===== src/rtl/alu_pkg.sv =====
// Shared definitions for the two-requester ALU arbiter: data width, operation
// encodings and FSM state type.
package alu_pkg;

  localparam int unsigned DataWidth = 8;

  typedef logic [1:0] modo_t;

  localparam modo_t MODO_ADD = 2'b00;
  localparam modo_t MODO_SUB = 2'b01;
  localparam modo_t MODO_MUL = 2'b10;
  localparam modo_t MODO_SHL = 2'b11;

  typedef enum logic [1:0] {
    StIdle  = 2'b00,
    StIssue = 2'b01,
    StWait  = 2'b10,
    StDone  = 2'b11
  } state_e;

endpackage


===== src/rtl/rr_arb2.sv =====
// Two-way round-robin picker: on a tie the requester not served last wins;
// a lone request wins regardless of the pointer.
module rr_arb2 (
  input  logic req0,
  input  logic req1,
  input  logic last,
  output logic gnt0,
  output logic gnt1
);

  // last = 1 means requester 1 was served most recently.
  assign gnt0 = req0 & (~req1 | last);
  assign gnt1 = req1 & (~req0 | ~last);

endmodule


===== src/rtl/alu_arbiter.sv =====
// Arbitrates two requesters onto one shared fixed-latency ALU; one operation in
// flight at a time, result routed back to the owner with a one-cycle done pulse.
module alu_arbiter
  import alu_pkg::*;
#(
  parameter int unsigned LAT = 1
) (
  input  logic                 clk,
  input  logic                 rst,
  input  logic                 req0,
  input  logic                 req1,
  input  logic [DataWidth-1:0] a0,
  input  logic [DataWidth-1:0] a1,
  input  logic [DataWidth-1:0] b0,
  input  logic [DataWidth-1:0] b1,
  input  modo_t                modo0,
  input  modo_t                modo1,
  output logic                 done0,
  output logic                 done1,
  output logic [DataWidth-1:0] res0,
  output logic [DataWidth-1:0] res1,
  output logic                 busy,
  output logic                 alu_en,
  output logic [DataWidth-1:0] alu_a,
  output logic [DataWidth-1:0] alu_b,
  output modo_t                alu_modo,
  input  logic [DataWidth-1:0] alu_c
);

  state_e               state_q, state_d;
  logic [3:0]           cnt_q, cnt_d;
  logic                 owner_q, owner_d;
  logic                 last_q, last_d;
  logic [DataWidth-1:0] res0_q, res0_d, res1_q, res1_d;
  logic [DataWidth-1:0] alu_a_q, alu_a_d, alu_b_q, alu_b_d;
  modo_t                alu_modo_q, alu_modo_d;
  logic                 done0_q, done0_d, done1_q, done1_d;
  logic                 busy_q, busy_d, alu_en_q, alu_en_d;
  logic                 gnt0, gnt1;

  rr_arb2 u_rr_arb2 (
    .req0 (req0),
    .req1 (req1),
    .last (last_q),
    .gnt0 (gnt0),
    .gnt1 (gnt1)
  );

  always_comb begin
    state_d    = state_q;
    cnt_d      = cnt_q;
    owner_d    = owner_q;
    last_d     = last_q;
    res0_d     = res0_q;
    res1_d     = res1_q;
    alu_a_d    = alu_a_q;
    alu_b_d    = alu_b_q;
    alu_modo_d = alu_modo_q;

    case (state_q)
      StIdle: begin
        if (gnt0 || gnt1) begin
          owner_d    = gnt1;
          alu_a_d    = gnt1 ? a1 : a0;
          alu_b_d    = gnt1 ? b1 : b0;
          alu_modo_d = gnt1 ? modo1 : modo0;
          state_d    = StIssue;
        end
      end
      StIssue: begin
        cnt_d   = 4'(LAT);
        state_d = StWait;
      end
      StWait: begin
        cnt_d = cnt_q - 4'd1;
        if (cnt_q == 4'd1) begin
          if (owner_q) res1_d = alu_c;
          else         res0_d = alu_c;
          state_d = StDone;
        end
      end
      StDone: begin
        last_d  = owner_q;
        state_d = StIdle;
      end
      default: state_d = StIdle;
    endcase

    // Outputs are registered from the next state so they line up with it.
    busy_d   = (state_d != StIdle);
    alu_en_d = (state_d == StIssue);
    done0_d  = (state_d == StDone) && !owner_d;
    done1_d  = (state_d == StDone) && owner_d;
  end

  always_ff @(posedge clk) begin
    if (!rst) begin
      state_q    <= StIdle;
      cnt_q      <= '0;
      owner_q    <= 1'b0;
      last_q     <= 1'b1;
      res0_q     <= '0;
      res1_q     <= '0;
      alu_a_q    <= '0;
      alu_b_q    <= '0;
      alu_modo_q <= MODO_ADD;
      done0_q    <= 1'b0;
      done1_q    <= 1'b0;
      busy_q     <= 1'b0;
      alu_en_q   <= 1'b0;
    end else begin
      state_q    <= state_d;
      cnt_q      <= cnt_d;
      owner_q    <= owner_d;
      last_q     <= last_d;
      res0_q     <= res0_d;
      res1_q     <= res1_d;
      alu_a_q    <= alu_a_d;
      alu_b_q    <= alu_b_d;
      alu_modo_q <= alu_modo_d;
      done0_q    <= done0_d;
      done1_q    <= done1_d;
      busy_q     <= busy_d;
      alu_en_q   <= alu_en_d;
    end
  end

  assign done0    = done0_q;
  assign done1    = done1_q;
  assign res0     = res0_q;
  assign res1     = res1_q;
  assign busy     = busy_q;
  assign alu_en   = alu_en_q;
  assign alu_a    = alu_a_q;
  assign alu_b    = alu_b_q;
  assign alu_modo = alu_modo_q;

endmodule


===== config.mk =====
export PLATFORM = sky130hd
export DESIGN_NAME = alu_arbiter
export DESIGN_NICKNAME = d
export VERILOG_FILES = /design/src/rtl/alu_pkg.sv /design/src/rtl/rr_arb2.sv /design/src/rtl/alu_arbiter.sv
export SDC_FILE = /design/constraint.sdc
export NUM_CORES = 1
export LEC_CHECK = 0
export ABC_AREA = 1
export BUFFER_PORTS_ARGS = -buffer_cell sky130_fd_sc_hd__buf_2
export CAP_MARGIN = 20
export CORE_UTILIZATION = 30
export CTS_CLUSTER_DIAMETER = 150
export DETAILED_ROUTE_END_ITERATION = 6
export MAX_ROUTING_LAYER = met4
export PLACE_DENSITY = 0.56
export SETUP_SLACK_MARGIN = 0.5
export SYNTH_ARGS = -nofsm -noshare
export SYNTH_HDL_FRONTEND = slang
export SYNTH_SLANG_ARGS = --single-unit

===== constraint.sdc =====
create_clock -name clk -period 1.9 [get_ports clk]
set_clock_uncertainty 0.2 [all_clocks]
set_input_delay 0.095 -clock clk [delete_from_list [all_inputs] [get_ports clk]]
set_output_delay 0.095 -clock clk [all_outputs]
set_load 0.005 [all_outputs]

Word-level counts from Yosys, hierarchy flattened

Index checks and enable logic that the tools add are counted.

Bitwise gates (word level): 8
Mux-type cells: 9
Add/sub/neg operators: 1
Reduce and logical (&&, ||, !) cells: 10
Equal/unequal tests: 6

Operator list:

| operator              | number |
|---|---|
| $mux W8               | 2 |
| $pmux W2 S4           | 1 |
| $pmux W4 S2           | 1 |
| $eq A2 B2 Y1 const B  | 3 |
| $mux W2               | 3 |
| $reduce_and A3 Y1     | 2 |
| $eq A2 B1 Y1 const B  | 2 |
| $eq A4 B1 Y1 const B  | 1 |
| $not A1 Y1            | 4 |
| $reduce_bool A2 Y1    | 2 |
| $sub A4 B1 Y4 const B | 1 |
| $and A1 B1 Y1         | 2 |
| $logic_and A1 B1 Y1   | 2 |
| $logic_not A2 Y1      | 1 |
| $mux W1               | 2 |
| $or A1 B1 Y1          | 2 |
| $reduce_and A2 Y1     | 1 |
| $logic_not A1 Y1      | 1 |
| $logic_or A1 B1 Y1    | 1 |

Logic and storage cells: 47
Bits in registers: 46
Output and inout port bits: 38

Longest topological paths before layout

Depth in word-level cells: 8
Gate-level depth with buffers: 9
Depth with buffers taken out: 7

Cells and area by module

A second synthesis with hierarchy kept.

Cells, all modules: 330
Area total of the unflattened synthesis: 2,229.6 um2

Modules (own cells, without submodules):

| module      | instances | area an instance (um2) | seq. area each (um2) | cells an instance |
|---|---|---|---|---|
| alu_arbiter | 1         | 2,202.1                | 920.9                | 326 |
| rr_arb2     | 1         | 27.5                   | 0.0                  | 4 |

Least setup slack after synthesis

Ideal clock, no wire load.

Path type: reg2reg
From: register state_q[0]
To: register res0_q[0], in the netlist res0[0]
Buffers on the path: 0
Data arrival time: 1.308 ns
Data required time: 1.568 ns
Slack: 0.259 ns
Stages on the path, launching flop included: 8
Cells stage by stage: dfxtp_1 -> inv_1 -> ha_1 -> nand2_2 -> nor3_4 -> nand2_1 -> nand2_1 -> a21oi_1

Longest elaborated chain between the ends: 2

RTL lines:

| element                            | RTL line           | text |
|---|---|---|
| from (decl)                        | alu_arbiter.sv:30  | `state_e state_q, state_d;` |
| from (signal assigned)             | alu_arbiter.sv:98  | `state_q <= StIdle;` |
| from (signal assigned)             | alu_arbiter.sv:112 | `state_q <= state_d;` |
| $eq A2 B2 Y1                       | alu_arbiter.sv:60  | `case (state_q)` |
| $reduce_and A3 Y1 (no source line) | -                  |  |
| to (signal assigned)               | alu_arbiter.sv:116 | `res0_q <= res0_d;` |
| to (decl)                          | alu_arbiter.sv:34  | `logic [DataWidth-1:0] res0_q, res0_d, res1_q, res1_d;` |

Every way passes these cells.
A chain may end at the register's enable or synchronous reset.

Worst setup path after layout

Ends and elaborated chain as after synthesis.

==> results by group <==
Clocking
  • Clk pin slew, worst setup/hold paths: 90 ps
  • Clk_lat worst skew: 300 ps
  • Htree depth: 2
  • Root Driver: clkbuf_8
  • Max clock buf depth: 2
  • Total CTS buffers: 5
  • CTS tree: done
  • # clock sinks: 46

Worst setup path
  • Critical-path top delay cell: dfxtp_2
  • Reg2Reg Depth: 8
  • Reg-to-Reg End: res0[0]
  • CP Data Arrival Time: 1530 ps
  • CP cell instances: inv_4 -> ha_4 -> nand2_4 -> nor3_4 -> buf_6 -> buf_6 -> nand3_1 -> a21oi_1
  • Crit path max fanout: 8
  • Top delay family on crit path: buffers and inverters
  • Crit path buffers/inverters: 3
  • Crit Path Category: reg -> reg
  • Setup crit start kind: flip-flop
  • RR Startpoint: state_q[0]
  • CP most frequent cell: buf_6
  • Reg2reg setup slack: 400 ps
  • CP endpoint kind: flip-flop
  • Slowest cell delay on critical path: 350 ps
  • Worst EP required: 1930 ps

Routing
  • Drt drc: 0
  • Wire length per cell: 11.5 µm
  • Starting DRT DRC Count: 111
  • Vias per cell: 4.43
  • Via Count: 2372
  • Final antenna-violating net count: 0
  • DRT Pass-1 Iters: 4
  • Drt total wl: 6150 µm

Global routing
  • Tot GR Track Use: 16.1%
  • Initial antenna violation count: 0
  • Largest net degree at the start of global routing: 31
  • Number of global-route vias before repair: 2134
  • First-pass GRT wire length: 9090 µm
  • Overflow after GRT: 0

Floorplan
  • DIE WIDTH: 85.5 µm
  • Initial Util: 30.9%
  • Die ar.: 7310 µm²
  • Core ar.: 6760 µm²
  • Cell Rows: 30
  • Die Y: 85.5 µm
  • Io pins: 86

Synthesis
  • Cells after Synth: 314
  • Synthesized net count: 368
  • Post-Syn Area: 2090 µm²
  • Seq/Total Area, Yosys: 44.0%
  • Mean post-synth cell area: 6.66 µm²
  • Count of unique library cells instantiated by Yosys: 22
  • Yosys warnings: 0
  • Yosys reg bits: 46

STA
  • Number of hold violations in the final report: 0
  • Fmax: 0.667 GHz
  • Final worst path period need: 1500 ps
  • RSZ-0062 raised after global routing: true
  • Setup TNS: 0 ps
  • # setup viols final: 0
  • Worst-Margin Slew: 536 ps
  • Slew HR: 64.2%
  • Slew Viols, Final: 0
  • Period utilization: 78.9%

Power and ir drop
  • Sw Share: 39.6%
  • Seq pwr share: 32.8%
  • Net Sw Power: 0.00170 W
  • LEAKAGE: 1.76 nW
  • Clock power frac: 13.9%
  • Final total power: 0.00429 W
  • Cell Int Power: 0.00259 W
  • Combinational power share: 53.3%
  • Maximum vdd drop: 0.508 mV
  • Pwr dens: 1210 nW/µm²

Placement
  • Gpl congestion: 0.805
  • DP Area: 2650 µm²
  • DP Wirelength: 3600 µm
  • Port bufs: 85

Final layout
  • Nets: 508
  • Most frequent cells in the layout: 98 x nand2_1, 85 x buf_2, 44 x dlygate4sd3_1, 43 x dfxtp_1, 34 x nor2_1
  • Inserted Diodes: 0
  • Fin area: 3540 µm²
  • Share of layout cells above drive strength 1: 36.9%
  • Area Growth Syn to Fin: 69.2%
  • Post-layout util: 52.4%
  • Commonest non-fill, non-tap cell in the layout: nand2_1

Min path
  • Hold Crit Endpoint: alu_modo[1]
  • Hold Path Stages: 4
  • Hold_sp: rst
  • Min-delay worst type: in -> reg

Flow run
  • Max-Cap Viols: 0

Status
  • Status: complete, no violations
==> area by class of cell <==
cell class                      instances  area [µm²]
Clock buffer                            6        72.6
Clock inverter                          2        13.8
Tap cell                               80         100
Sequential cell                        46         927
Fill cell                             646        3220
Inverter                               32         128
Timing Repair Buffer                  146        1070
Multi-Input combinational cell        223        1230
==> power groups by stage <==
stage	registers, W	logic (W)	clock network, W
floorplan	0.00142	0.000972	0
detailed placement	0.00142	0.00141	0
CTS	0.00140	0.00166	0.000618
global route	0.00144	0.00252	0.000647
finish	0.00141	0.00229	0.000596
global placement	0.00141	0.00140	0
==> Yosys cell counts <==
| master | count | area, µm² |
|---|---|---|
| nand2_1 | 118 | 443 |
| dfxtp_1 | 46 | 921 |
| nor2_1 | 44 | 165 |
| inv_1 | 30 | 113 |
| a21oi_1 | 21 | 105 |
| nand3_1 | 20 | 100 |
| buf_2 | 6 | 30.0 |
| ha_1 | 6 | 75.1 |
| clkbuf_1 | 5 | 18.8 |
| o21ai_0 | 4 | 20.0 |
| nand2_2 | 2 | 12.5 |
| nor3_1 | 2 | 10.0 |
| a31oi_1 | 1 | 6.26 |
| and3_1 | 1 | 6.26 |
| buf_4 | 1 | 7.51 |
| buf_6 | 1 | 11.3 |
| clkinv_1 | 1 | 3.75 |
| inv_2 | 1 | 3.75 |
| nand3b_1 | 1 | 7.51 |
| nand4_1 | 1 | 6.26 |
| nor3_4 | 1 | 16.3 |
| xor2_1 | 1 | 8.76 |
==> worst max-delay path by stage <==
| stage | start | endpoint | slack [ps] | cells past startpoint |
|---|---|---|---|---|
| 5_1_grt | state_q[0] | res1[1] | 320 | 8 |
| 4_1_cts | state_q[0] | res1[1] | 410 | 8 |
| 6_report | state_q[0] | res0[0] | 400 | 8 |
| 2_1_floorplan | state_q[0] | res0[3] | 380 | 7 |
| 3_5_place_dp | state_q[0] | res0[0] | 330 | 7 |
| 3_3_place_gp | state_q[0] | res0[1] | 370 | 7 |
==> flip-flops by register name, indices dropped and copies added, names as in the netlist <==
| signal | flops |
|---|---|
| alu_a | 8 |
| alu_b | 8 |
| res0 | 8 |
| res1 | 8 |
| cnt_q | 4 |
| alu_modo | 2 |
| state_q | 2 |
| alu_en | 1 |
| busy | 1 |
| done0 | 1 |
| done1 | 1 |
| last_q | 1 |
| owner_q | 1 |
==> kinds of logic after synthesis <==
group / after synthesis / synth area share, %
adder cells (fa/ha/maj): 6 / 3.59
XOR/XNOR: 1 / 0.419
flip-flops: 46 / 44.0
buffers and inverters: 45 / 8.98
AND/OR/NAND/NOR: 190 / 36.7
AO/OA/AOI/OAI: 26 / 6.28
==> worst register-to-register path: stages (launching register included) <==
cell	delay, ps
dfxtp_2	350
inv_4	80
ha_4	160
nand2_4	50
nor3_4	110
buf_6	150
buf_6	130
nand3_1	70
a21oi_1	140
==> per-layer routing <==
metal	GRT usage, %	wire length (µm)	up-vias	part of all wire [%]
met3	3.21	279	4	4.5
met1	19.2	2730	1048	44
met2	27.1	3050	83	50
met4	5.45	82	0	1.3
li1	-	-	1237	-
met5	-	0	-	0
==> metrics by stage <==
stage	instances	hold WS, ps	setup WS, ps
after global placement	474	178	374
final	535	71.1	400
after detailed placement	474	181	327
after global routing	535	79.5	321
after CTS	530	52.6	415
after floorplan	314	24.5	378
==> repair_timing <==
item                                   CTS  global route
hold buffers                            44             0
gates cloned                             0             3
setup endpoints to repair               38            43
buffers inserted                         4             2
gates resized for setup                 16            62
endpoints found under the hold margin   34             0
pin swaps                                9            12
Power figures use the tool's default switching activity.
